<file path="config.mk">
export PLATFORM = sky130hd
export DESIGN_NAME = clk_div_multi_flat
export DESIGN_NICKNAME = d
export VERILOG_FILES = /design/src/rtl/clk_div_multi_if.sv /design/src/rtl/clk_div_multi.sv /design/src/flat_wrapper.sv
export SDC_FILE = /design/constraint.sdc
export NUM_CORES = 1
export LEC_CHECK = 0
export ABC_AREA = 1
export BUFFER_PORTS_ARGS = -buffer_cell sky130_fd_sc_hd__buf_2
export CORE_MARGIN = 3
export CORE_UTILIZATION = 30
export DETAILED_ROUTE_END_ITERATION = 8
export GPL_ROUTABILITY_DRIVEN = 1
export PLACE_DENSITY_LB_ADDON = 0.1
export SLEW_MARGIN = 15
export SYNTH_ARGS = -nofsm -noshare
export SYNTH_HDL_FRONTEND = slang
export SYNTH_SLANG_ARGS = --single-unit
</file>
<file path="constraint.sdc">
create_clock -name CLK_100mhz -period 9.5 [get_ports CLK_100mhz]
set_input_delay 1.9 -clock CLK_100mhz [delete_from_list [all_inputs] [get_ports CLK_100mhz]]
set_output_delay 1.9 -clock CLK_100mhz [all_outputs]
set_load 0.05 [all_outputs]
</file>
<file path="src/rtl/clk_div_multi_if.sv">
// clk_div_multi_if: control and status bundle for the multi-channel clock divider
interface clk_div_multi_if #(
  parameter int CH = 2,
  parameter int CNT_W = 32
);
  logic [CH-1:0] div_wr;
  logic [CNT_W-1:0] div_data;
  logic [2*CH-1:0] mode;
  logic [CH-1:0] step_req;
  logic [CH-1:0] clk_out;
  logic [CH-1:0] tick;
  logic [CH-1:0] busy;
  modport master (output div_wr, div_data, mode, step_req, input clk_out, tick, busy);
  modport slave (input div_wr, div_data, mode, step_req, output clk_out, tick, busy);
endinterface

</file>
<file path="src/rtl/clk_div_multi.sv">
// clk_div_multi: per-channel programmable divider with run/stop/step modes and tick strobes
module clk_div_multi #(
  parameter int CH = 2,
  parameter int CNT_W = 32,
  parameter int unsigned DEF_DIV = 50000
) (
  input logic CLK_100mhz,
  input logic Reset,
  clk_div_multi_if.slave bus
);
  typedef enum logic [2:0] {IDLE, RUN, DRAIN, STEP_HI, STEP_LO} state_t;
  logic [CH-1:0] clk_v, tick_v, busy_v;
  for (genvar c = 0; c < CH; c++) begin : g_ch
    state_t st, st_n;
    logic [CNT_W-1:0] cnt, cnt_n, act_n, pend_n;
    logic pend_v, prev, rise, clk_q, clk_n, tick_q, tick_n;
    logic [1:0] md;
    logic run_md, wrap, apply;
    assign md = bus.mode[2*c +: 2];
    assign run_md = md == 2'b01;
    assign wrap = cnt >= act_n;
    // a stopped channel has no phase to protect, so divisor updates land at once
    assign apply = st == IDLE || wrap;
    always_comb begin
      st_n = st;
      cnt_n = wrap ? '0 : cnt + 1'b1;
      clk_n = clk_q ^ wrap;
      case (st)
        IDLE: begin
          cnt_n = '0;
          st_n = run_md ? RUN : (md == 2'b10 && rise) ? STEP_HI : IDLE;
          clk_n = st_n != IDLE;
        end
        RUN: if (!run_md) begin
          st_n = (!clk_q || wrap) ? IDLE : DRAIN;
          if (!clk_q) begin
            cnt_n = '0;
            clk_n = 1'b0;
          end
        end
        DRAIN: st_n = run_md ? RUN : wrap ? IDLE : DRAIN;
        STEP_HI: st_n = wrap ? STEP_LO : STEP_HI;
        STEP_LO: begin
          st_n = wrap ? IDLE : STEP_LO;
          clk_n = 1'b0;
        end
        default: begin
          st_n = IDLE;
          cnt_n = '0;
          clk_n = 1'b0;
        end
      endcase
      tick_n = clk_n & ~clk_q;
    end
    always_ff @(posedge CLK_100mhz or posedge Reset) begin
      if (Reset) begin
        st <= IDLE;
        cnt <= '0;
        clk_q <= 1'b0;
        tick_q <= 1'b0;
        act_n <= CNT_W'(DEF_DIV);
        pend_n <= '0;
        pend_v <= 1'b0;
        prev <= 1'b0;
        rise <= 1'b0;
      end else begin
        st <= st_n;
        cnt <= cnt_n;
        clk_q <= clk_n;
        tick_q <= tick_n;
        prev <= bus.step_req[c];
        rise <= bus.step_req[c] & ~prev;
        if (apply) begin
          act_n <= bus.div_wr[c] ? bus.div_data : pend_v ? pend_n : act_n;
          pend_v <= 1'b0;
        end else if (bus.div_wr[c]) begin
          pend_n <= bus.div_data;
          pend_v <= 1'b1;
        end
      end
    end
    assign clk_v[c] = clk_q;
    assign tick_v[c] = tick_q;
    assign busy_v[c] = st != IDLE;
  end
  assign bus.clk_out = clk_v;
  assign bus.tick = tick_v;
  assign bus.busy = busy_v;
endmodule

</file>
<file path="src/flat_wrapper.sv">
// flat-port wrapper written by rule: the top's interface ports become plain ports
module clk_div_multi_flat 
#(
  parameter int CH = 2,
  parameter int CNT_W = 32,
  parameter int unsigned DEF_DIV = 50000
)
  (CLK_100mhz, Reset, bus_div_wr, bus_div_data, bus_mode, bus_step_req, bus_clk_out, bus_tick, bus_busy);
  clk_div_multi_if #(.CH(CH), .CNT_W(CNT_W)) bus_i ();
  input logic CLK_100mhz;
  input logic Reset;
  input wire logic [$bits(bus_i.div_wr)-1:0] bus_div_wr;
  input wire logic [$bits(bus_i.div_data)-1:0] bus_div_data;
  input wire logic [$bits(bus_i.mode)-1:0] bus_mode;
  input wire logic [$bits(bus_i.step_req)-1:0] bus_step_req;
  output wire logic [$bits(bus_i.clk_out)-1:0] bus_clk_out;
  output wire logic [$bits(bus_i.tick)-1:0] bus_tick;
  output wire logic [$bits(bus_i.busy)-1:0] bus_busy;
  assign bus_i.div_wr = bus_div_wr;
  assign bus_i.div_data = bus_div_data;
  assign bus_i.mode = bus_mode;
  assign bus_i.step_req = bus_step_req;
  assign bus_clk_out = bus_i.clk_out;
  assign bus_tick = bus_i.tick;
  assign bus_busy = bus_i.busy;
  clk_div_multi #(.CH(CH), .CNT_W(CNT_W), .DEF_DIV(DEF_DIV)) u_core (.CLK_100mhz(CLK_100mhz), .Reset(Reset), .bus(bus_i));
endmodule
</file>
Yosys cells after proc, flatten, opt, wreduce, memory -nomap -nowiden. Index checks and enable logic that the tools add are counted.

Memories kept: 0. ROM bits: 0. Flip-flop bits (word level): 208. Bits in latches: 0. Memory bits (writable): 0.

Bitwise logic cells: 12. Add/subtract/negate cells: 2. $lt $le $gt $ge: 2. Reduce and logical (&&, ||, !) cells: 26. Div/mod/pow operators: 0. Multiplexer cells: 40. Equal/unequal tests: 14. $mul: 0. Shifts and indexed selects: 0.

Operators by type and width (count): $mux 32 (10); $pmux 32 s2 (2); $add 32x1->32 const B (2); $ge 32x32->1 (2); $mux 3 (10); $pmux 3 s5 (2); $eq 3x2->1 const B (4); $mux 2 (6); $reduce_bool 3->1 (4); $mux 1 (8); $reduce_and 2->1 (4); $reduce_bool 2->1 (4); $eq 3x1->1 const B (2); $eq 3x3->1 const B (2); $logic_not 3->1 (2); $not 1->1 (6); $pmux 1 s3 (2); $reduce_or 3->1 (2); $and 1x1->1 (4); $eq 2x1->1 const B (2); $eq 2x2->1 const B (2); $logic_or 1x1->1 (4); $ne 2x2->1 const B (2); $reduce_or 2->1 (2); other kinds (3) (6).

Longest topological paths before layout. Gate-level depths: netlist (run 1).

Depth after elaboration: 7. Gate-level depth with buffers: 18.

Worst setup path after synthesis (run 1). Ideal clock, no wire load.

Path kind: flip-flop to output port. Start: reg u_core.g_ch[0].st[1]. End: out bus_busy[0]. Path slack: 6.255 ns. Cell stages (with the launch flop): 6. Buffers on the path: 1. Data required time: 7.600 ns. Arrival time: 1.345 ns. Cells stage by stage: dfrtp_1 nor2_1 inv_1 nor2_1 inv_2 clkbuf_1.

Word-level cells in the longest chain between the ends: 1.

Ends and longest elaborated chain: start: declaration (RTL line clk_div_multi.sv:14) `state_t st, st_n;`; start signal: assignment (RTL line clk_div_multi.sv:67) `st <= st_n;`; $reduce_bool 3->1 (RTL line clk_div_multi.sv:84) `assign busy_v[c] = st != IDLE;`; end: declaration (RTL line flat_wrapper.sv:18) `output wire logic [$bits(bus_i.busy)-1:0] bus_busy;`.

No other way between the ends.

Worst setup path in the final report (run 1).
Start: in bus_div_wr[0]. End: reg u_core.g_ch[0].act_n[28].

Word-level cells in the longest chain between the ends: 2. Elaborated cells between the ends (all ways): 3. Classes of those cells: 1 x mux; 2 x reduce/logical.

Ends and longest elaborated chain: start: declaration (RTL line flat_wrapper.sv:12) `input wire logic [$bits(bus_i.div_wr)-1:0] bus_div_wr;`; $reduce_bool 2->1 (no line); $reduce_and 2->1 (no line); end signal: assignment (RTL line clk_div_multi.sv:61) `act_n <= CNT_W'(DEF_DIV);`; end signal: assignment (RTL line clk_div_multi.sv:74) `act_n <= bus.div_wr[c] ? bus.div_data : pend_v ? pend_n : act_n;`; end: declaration (RTL line clk_div_multi.sv:15) `logic [CNT_W-1:0] cnt, cnt_n, act_n, pend_n;`.

Several ways; a longest one is shown, not always the timed one. A chain may end at the register's enable or synchronous reset.

==> out/summary.txt, run 1 <==
mux cell area share after synthesis - 0.0299
setup bufs post-CTS - 0
# H-tree levels - 1
Synth top area share - 0.407
Post-synth ARST share - 1.00
Adder-Cell Fraction of Synth Area - 0.0717
r2r setup slk - 6.63 ns
post-route cell area - 0.0136 mm²
Synth area leaders - dfrtp_1 (41%), nand2_1 (16%), ha_1 (7.2%)
Sw Ratio - 0.375
Comb pwr share - 0.320
CTS tree - built
drt drc - 0
fin crit share - 0.451
Synth cell types - 46
# setup viols final - 0
P_leak - 0.00698 µW
Synth-to-Final Area Change - 13.0%
Setup TNS - 0 ns
CTS buffer count - 27
post-synthesis register bit count - 208
Core Region - 0.0391 mm²
Final Hold Viols - 0
initial antenna violation count - 1
Synth Area in Simple Gates - 0.324
Yosys warnings - 0
Antenna Violating Nets Remaining - 0
Hold Slack - 0.392 ns
largest area contributor in the netlist - dfrtp_1
mean post-synth cell area - 7.82 µm²
XOR/XNOR Fraction of Synth Area - 0.0240
layout filler cell count - 4166
CP Capture Type - flip-flop
DRT Pass-1 Iters - 5
Die Ht - 206 µm
post-detail-place hpwl - 21.7 mm
post-synthesis cell count - 1540
CP Launch Type - input pin
sequential-to-total area share from yosys stat - 0.434
WHS Path Cells - 1
R2R Path End - u_core.g_ch[0].cnt[6]
HP Start - u_core.g_ch[0].prev
crit path max fanout - 66
fin. max-slew vios - 0
die area - 0.0426 mm²
Die Wd - 206 µm
pwr dens - 262 mW/mm²
mean routed wirelength per cell - 14.8 µm
switching power - 1330 µW
Clock Latency Late Sink - 0.55 ns
Clock Power Share - 0.304
internal power - 2220 µW
root buf cell - clkbuf_16
RSZ-0062 raised after global routing - no
routed vias/inst - 4.63
PortBufs - 47
Worst VDD drop - 0.000110 V
Hold EP - u_core.g_ch[0].rise
r2r startpoint - u_core.g_ch[0].cnt[7]
WS Path Type - input pin to flip-flop
Max Cap Viol - 0
CTS max path bufs - 3
status - complete, no violations
post-cts gate resize count - 0
Compound-Gate Fraction of Synth Area - 0.0366
placed cell area - 0.0126 mm²
Final min period - 4.28 ns
routed wire length - 31.1 mm
worst path required time - 9.93 ns
routability cong. - 0.737
vias in the first global route - 9705
Netlist Area Pre-Place - 0.0120 mm²
Starting DRT DRC Count - 526
layout cells sized above 1 - 0.118
Clock transition at path regs - 0.06 ns
WP data arrival - 4.72 ns
Initial Utilization - 0.308
main combinational cell family by area after synthesis - simple AND/OR/NAND/NOR gates
Remaining Overflow, GRT - 0
top-level I/O count - 48
HP Class - flip-flop to flip-flop
Synth Flop Type - dfrtp_1
layout net count - 1671
clk_skew - 0.00845 ns
relative slew slack - 0.285
largest net degree at the start of global routing - 138
Reg area - 0.00522 mm²
CTS sink cnt - 208
Hold Buf Count CTS - 0
Vias - 9732
area of the multi-input gates - 0.00585 mm²
number of synthesized flops with an enable pin - 0
first-pass GRT wire length - 52.4 mm
Total GRT Usage - 0.151
Worst Max-Slew Pin Slew - 1.07 ns
Fmax achieved - 0.234 GHz
Seq pwr share - 0.376
num rows - 72
syn_nets - 1651
R2R depth - 10
flip-flops by register name, summed over array words and instances, names as in the netlist:
name	flops
u_core.g_ch.clk_q	2
u_core.g_ch.pend_n	64
u_core.g_ch.st	6
u_core.g_ch.act_n	64
u_core.g_ch.tick_q	2
u_core.g_ch.rise	2
u_core.g_ch.pend_v	2
u_core.g_ch.prev	2
u_core.g_ch.cnt	64
worst max-delay path: stages:
cell	delay, ns
buf_2	0.08
buf_4	0.53
clkinv_1	1.01
nand2_1	0.28
buf_4	0.37
nand2_4	0.28
nand2_1	0.15
nand2_1	0.05
through the flow:
step            util  setup slack (ns)  total power, µW  cells
2_1_floorplan      -              1.94             2260   1540
3_3_place_gp   0.324              4.69             2500   2049
3_5_place_dp   0.324              4.66             2520   2049
4_1_cts        0.348              5.25             3640   2099
5_1_grt        0.348              4.88             3880   2100
6_report       0.348              5.22             3560   2100
cells by family after synthesis:
kind of cell,after synthesis
AO/OA/AOI/OAI,77
XOR/XNOR,33
adder cells (fa/ha/maj),69
buffers and inverters,232
flip-flops,208
multiplexers,32
AND/OR/NAND/NOR,889
cell usage in the layout (no fill, tap or decap), types with 3 or more instances in the layout:
cell type,synthesis,layout
bufinv_16,0,3
nand2_2,4,5
inv_2,4,4
clkbuf_1,22,4
nand3_1,119,119
nand3_2,3,3
nor2_2,7,7
o21ai_0,19,19
nor3_1,34,34
nor3_2,6,6
buf_2,23,47
clkbuf_8,0,9
nand2_1,519,518
a21o_1,4,4
nand2_4,4,4
ha_1,69,69
nand4_1,57,57
dfstp_2,12,12
buf_4,12,7
nor2_1,118,118
xor2_1,22,22
inv_1,164,163
o21ai_1,3,3
a21oi_1,36,36
o21a_1,4,4
nor2_4,3,3
clkbuf_16,0,27
nor4_1,4,4
dfrtp_1,196,196
mux2_2,32,32
clkinv_2,0,4
xnor2_1,11,11
how the worst max path moves through the flow:
stage	end	start	cells past startpoint	slack [ns]
after global routing	u_core.g_ch[0].act_n[28]	bus_div_wr[0]	8	4.88
final	u_core.g_ch[0].act_n[28]	bus_div_wr[0]	8	5.22
after detailed placement	u_core.g_ch[0].act_n[28]	bus_div_wr[0]	8	4.66
after CTS	u_core.g_ch[0].act_n[28]	bus_div_wr[0]	8	5.25
after floorplan	u_core.g_ch[0].act_n[0]	Reset	1	1.94
after global placement	u_core.g_ch[0].act_n[29]	bus_div_wr[0]	8	4.69
layout make-up:
cell class              instances  share of cell area
clock inverters                10             0.00984
well taps                     518              0.0476
multi-input cells            1100               0.430
diodes                          1            0.000184
inverters                     169              0.0472
flip-flops and latches        208               0.384
clock buffers                  40              0.0599
repair buffers                 54              0.0212
per-layer routing:
metal,track usage,vias up,part of all wire
met3,0.0213,35,0.036
met1,0.224,4599,0.51
met4,0.0308,0,0.020
met5,0,-,0
li1,-,4971,-
met2,0.233,127,0.44
Yosys cell counts (all sizes together), types with 3 or more instances:
cell type and number:
a21o 4, a21oi 39, and3 3, buf 41, clkbuf 22, dfrtp 196
dfstp 12, ha 69, inv 168, mux2 32, nand2 527, nand3 124
nand4 58, nor2 129, nor3 40, nor4 4, o21a 4, o21ai 22
xnor2 11, xor2 22
power groups by stage:
stage / sequential, µW / combinational (µW) / clock, µW
global route: 1370 / 1350 / 1160
detailed placement: 1350 / 1170 / 0
floorplan: 1310 / 954 / 0
global placement: 1360 / 1140 / 0
CTS: 1340 / 1170 / 1130
finish: 1340 / 1140 / 1080
(Power assumes the default switching activity.)
==> run 2, diff against run 1 <==
==> constraint.sdc (replaced) <==
create_clock -name CLK_100mhz -period 3.6 [get_ports CLK_100mhz]
set_input_delay 0.72 -clock CLK_100mhz [delete_from_list [all_inputs] [get_ports CLK_100mhz]]
set_output_delay 0.72 -clock CLK_100mhz [all_outputs]
set_load 0.05 [all_outputs]
==> run 2 against run 1 <==
Critical path depth up 1; clock skew up 0.0074 ns; sequential cell count unchanged; core utilization about the same; first-iteration DRC count up 16%; worst hold slack worse by 0.26 ns; combinational power rose to 2.7 times the previous value; clock-buffer cell count up 6; global-route usage about the same; sequential power rose to 2.6 times the previous value; via count up 0.87%; total power rose to 2.6 times the previous value; largest cell class unchanged.
==> out/summary.txt, run 2 (same netlist as run 1, synthesis figures left out) <==
Initial Utilization - 0.308 (unchanged)
WS Path Type - flip-flop to flip-flop
vias in the first global route - 9766 (+0.63%)
drt drc - 0 (unchanged)
# setup viols final - 0 (unchanged)
fin cells - 2106 (+0.29%)
Synth-to-Final Area Change - 13.0% (about the same)
relative slew slack - 0.455 (+0.170)
num rows - 72 (unchanged)
post-cts gate resize count - 0 (unchanged)
root buf cell - clkbuf_16
CTS tree - built
Clock Latency Late Sink - 0.55 ns (about the same)
Hold Buf Count CTS - 0 (unchanged)
Seq pwr share - 0.381 (+0.005)
status - complete, no violations
CP top delay family - simple AND/OR/NAND/NOR gates
most frequent cells in the layout - nand2_1 (519), dfrtp_1 (196), inv_1 (163)
initial antenna violation count - 1 (unchanged)
final worst slack - 0.873 ns (-4.34 ns)
Sw Ratio - 0.379 (+0.00426)
RSZ-0062 raised after global routing - no
Core Util, Final - 0.348 (about the same)
Final min period - 2.73 ns
Total GRT Usage - 0.151 (about the same)
fin. max-slew vios - 0 (unchanged)
P_leak - 0.00699 µW (about the same)
Clock transition at path regs - 0.05 ns (about the same)
mean routed wirelength per cell - 14.9 µm (+0.71%)
commonest non-fill, non-tap cell in the layout - nand2_1
Setup TNS - 0 ns (unchanged)
HP Class - input pin to asynchronous set/reset pin
crit path cell chain - inv_1, ha_1, a21oi_1, o21ai_0, a21oi_1, nand2_1, a21oi_4, nand2_1, nor3_1
PortBufs - 47 (unchanged)
post-detail-place hpwl - 22.2 mm (+2.2%)
crit path max fanout - 22 (-67%)
clk_skew - 0.0159 ns (+0.00743 ns)
CP max-delay cell - nand2_1
pwr dens - 680 mW/mm² (+160%)
layout net count - 1678 (+0.42%)
first-pass GRT wire length - 52.2 mm (-0.29%)
Critical path buffers and inverters - 1 (-3)
GR met2 Demand/Resource - 0.230 (-0.00261)
met3 Resource Use GR - 0.0194 (-0.00189)
Final Hold Viols - 0 (unchanged)
switching power - 3510 µW (+160%)
Antenna Violating Nets Remaining - 0 (unchanged)
routed wire length - 31.4 mm (+1.0%)
Clock Power Share - 0.288 (-0.016)
dpl cells - 2056 (+0.34%)
Die Ht - 206 µm (unchanged)
Vias - 9817 (+0.87%)
internal power - 5740 µW (+160%)
Comb pwr share - 0.332 (+0.012)
met1 GRT Util - 0.226 (+0.00207)
WP data arrival - 3.16 ns (-1.56 ns)
CP Capture Type - flip-flop
CTS sink cnt - 208 (unchanged)
Max Cap Viol - 0 (unchanged)
CTS buffer count - 27 (unchanged)
routability cong. - 0.774 (+5.0%)
Worst Max-Slew Pin Slew - 0.815 ns (-0.256 ns)
Core Region - 0.0391 mm² (unchanged)
fin crit share - 0.757
Largest stage delay, worst path - 0.56 ns (-0.45 ns)
Remaining Overflow, GRT - 0 (unchanged)
CP Launch Type - flip-flop
top-level I/O count - 48 (unchanged)
DRT Pass-1 Iters - 5 (unchanged)
Worst VDD drop - 0.000337 V (+210%)
die area - 0.0426 mm² (unchanged)
Top Registers - u_core.g_ch.act_n x64, u_core.g_ch.cnt x64, u_core.g_ch.pend_n x64
routed vias/inst - 4.66 (+0.59%)
layout filler cell count - 4232 (+1.6%)
Starting DRT DRC Count - 608 (+16%)
Fmax achieved - 0.367 GHz
worst path required time - 4.04 ns (-5.89 ns)
pre-CTS setup slack - 0.836 ns (-3.82 ns)
largest net degree at the start of global routing - 91 (-34%)
# H-tree levels - 1 (unchanged)
GR peak layer - met2
layout cells sized above 1 - 0.117 (-0.00171)
CTS max path bufs - 3 (unchanged)
Die Wd - 206 µm (unchanged)
setup bufs post-CTS - 0 (unchanged)
## run 2: cell types whose count changed in the layout (fill, tap and decap cells not counted), sizes merged
cell / delta
buf: +7
bufinv: -2
clkbuf: +6
clkinv: -3
clkinvlp: -1
inv: -1
## run 2: area by class of cell
type	count	area, µm²	share of cell area
Inverter	169	638	0.0469
Clock inverter	3	43.8	0.00322
Antenna cell	1	2.50	0.000184
Sequential cell	208	5220	0.384
Tap cell	518	648	0.0476
Clock buffer	46	827	0.0608
Multi-Input combinational cell	1100	5850	0.430
Timing Repair Buffer	61	378	0.0278
## run 2: worst register-to-register path, delay by kind of cell (launching register included)
family / cells / cell delay (ns)
AOI/OAI and AO/OA: 4 / 0.73
DFF: 1 / 0.53
buffers and inverters: 1 / 0.04
and+or+nand+nor: 3 / 1.02
adders and majority gates: 1 / 0.30
## run 2: per-stage QoR
stage	instance area [µm²]	total power (µW)	hold slack (ns)
after floorplan	12000	5970	0.376
after global placement	12700	6660	0.379
after detailed placement	12700	6690	0.385
after CTS	13600	9450	0.103
after global routing	13600	10100	0.117
final	13600	9250	0.129
## run 2: path summary, 6_finish.rpt
kind,startpoint,to,slack (ns),cells past startpoint
hold / removal,Reset,u_core.g_ch[0].st[0],0.13,2
setup reg to reg,u_core.g_ch[0].act_n[9],u_core.g_ch[0].cnt[3],0.87,9
max in group asynchronous,Reset,u_core.g_ch[1].st[1],2.69,3
min in group CLK_100mhz,bus_step_req[1],u_core.g_ch[1].prev,0.30,1
setup / recovery,u_core.g_ch[0].act_n[9],u_core.g_ch[0].cnt[3],0.87,9
hold reg to reg,u_core.g_ch[0].prev,u_core.g_ch[0].rise,0.39,1
## run 2: power groups by stage
stage               Clock [µW]  Combinational (µW)  Sequential (µW)
finish                    2660                3070             3520
global route              2870                3610             3630
CTS                       2770                3150             3530
detailed placement           0                3130             3560
global placement             0                3100             3560
floorplan                    0                2520             3450
## run 2: layer usage
| metal | part of all wire | wire length [µm] | vias to the layer above |
|---|---|---|---|
| li1 | - | - | 4999 |
| met1 | 0.52 | 16300 | 4656 |
| met2 | 0.43 | 13500 | 133 |
| met3 | 0.035 | 1110 | 29 |
| met4 | 0.015 | 476 | 0 |
| met5 | 0 | 0 | - |
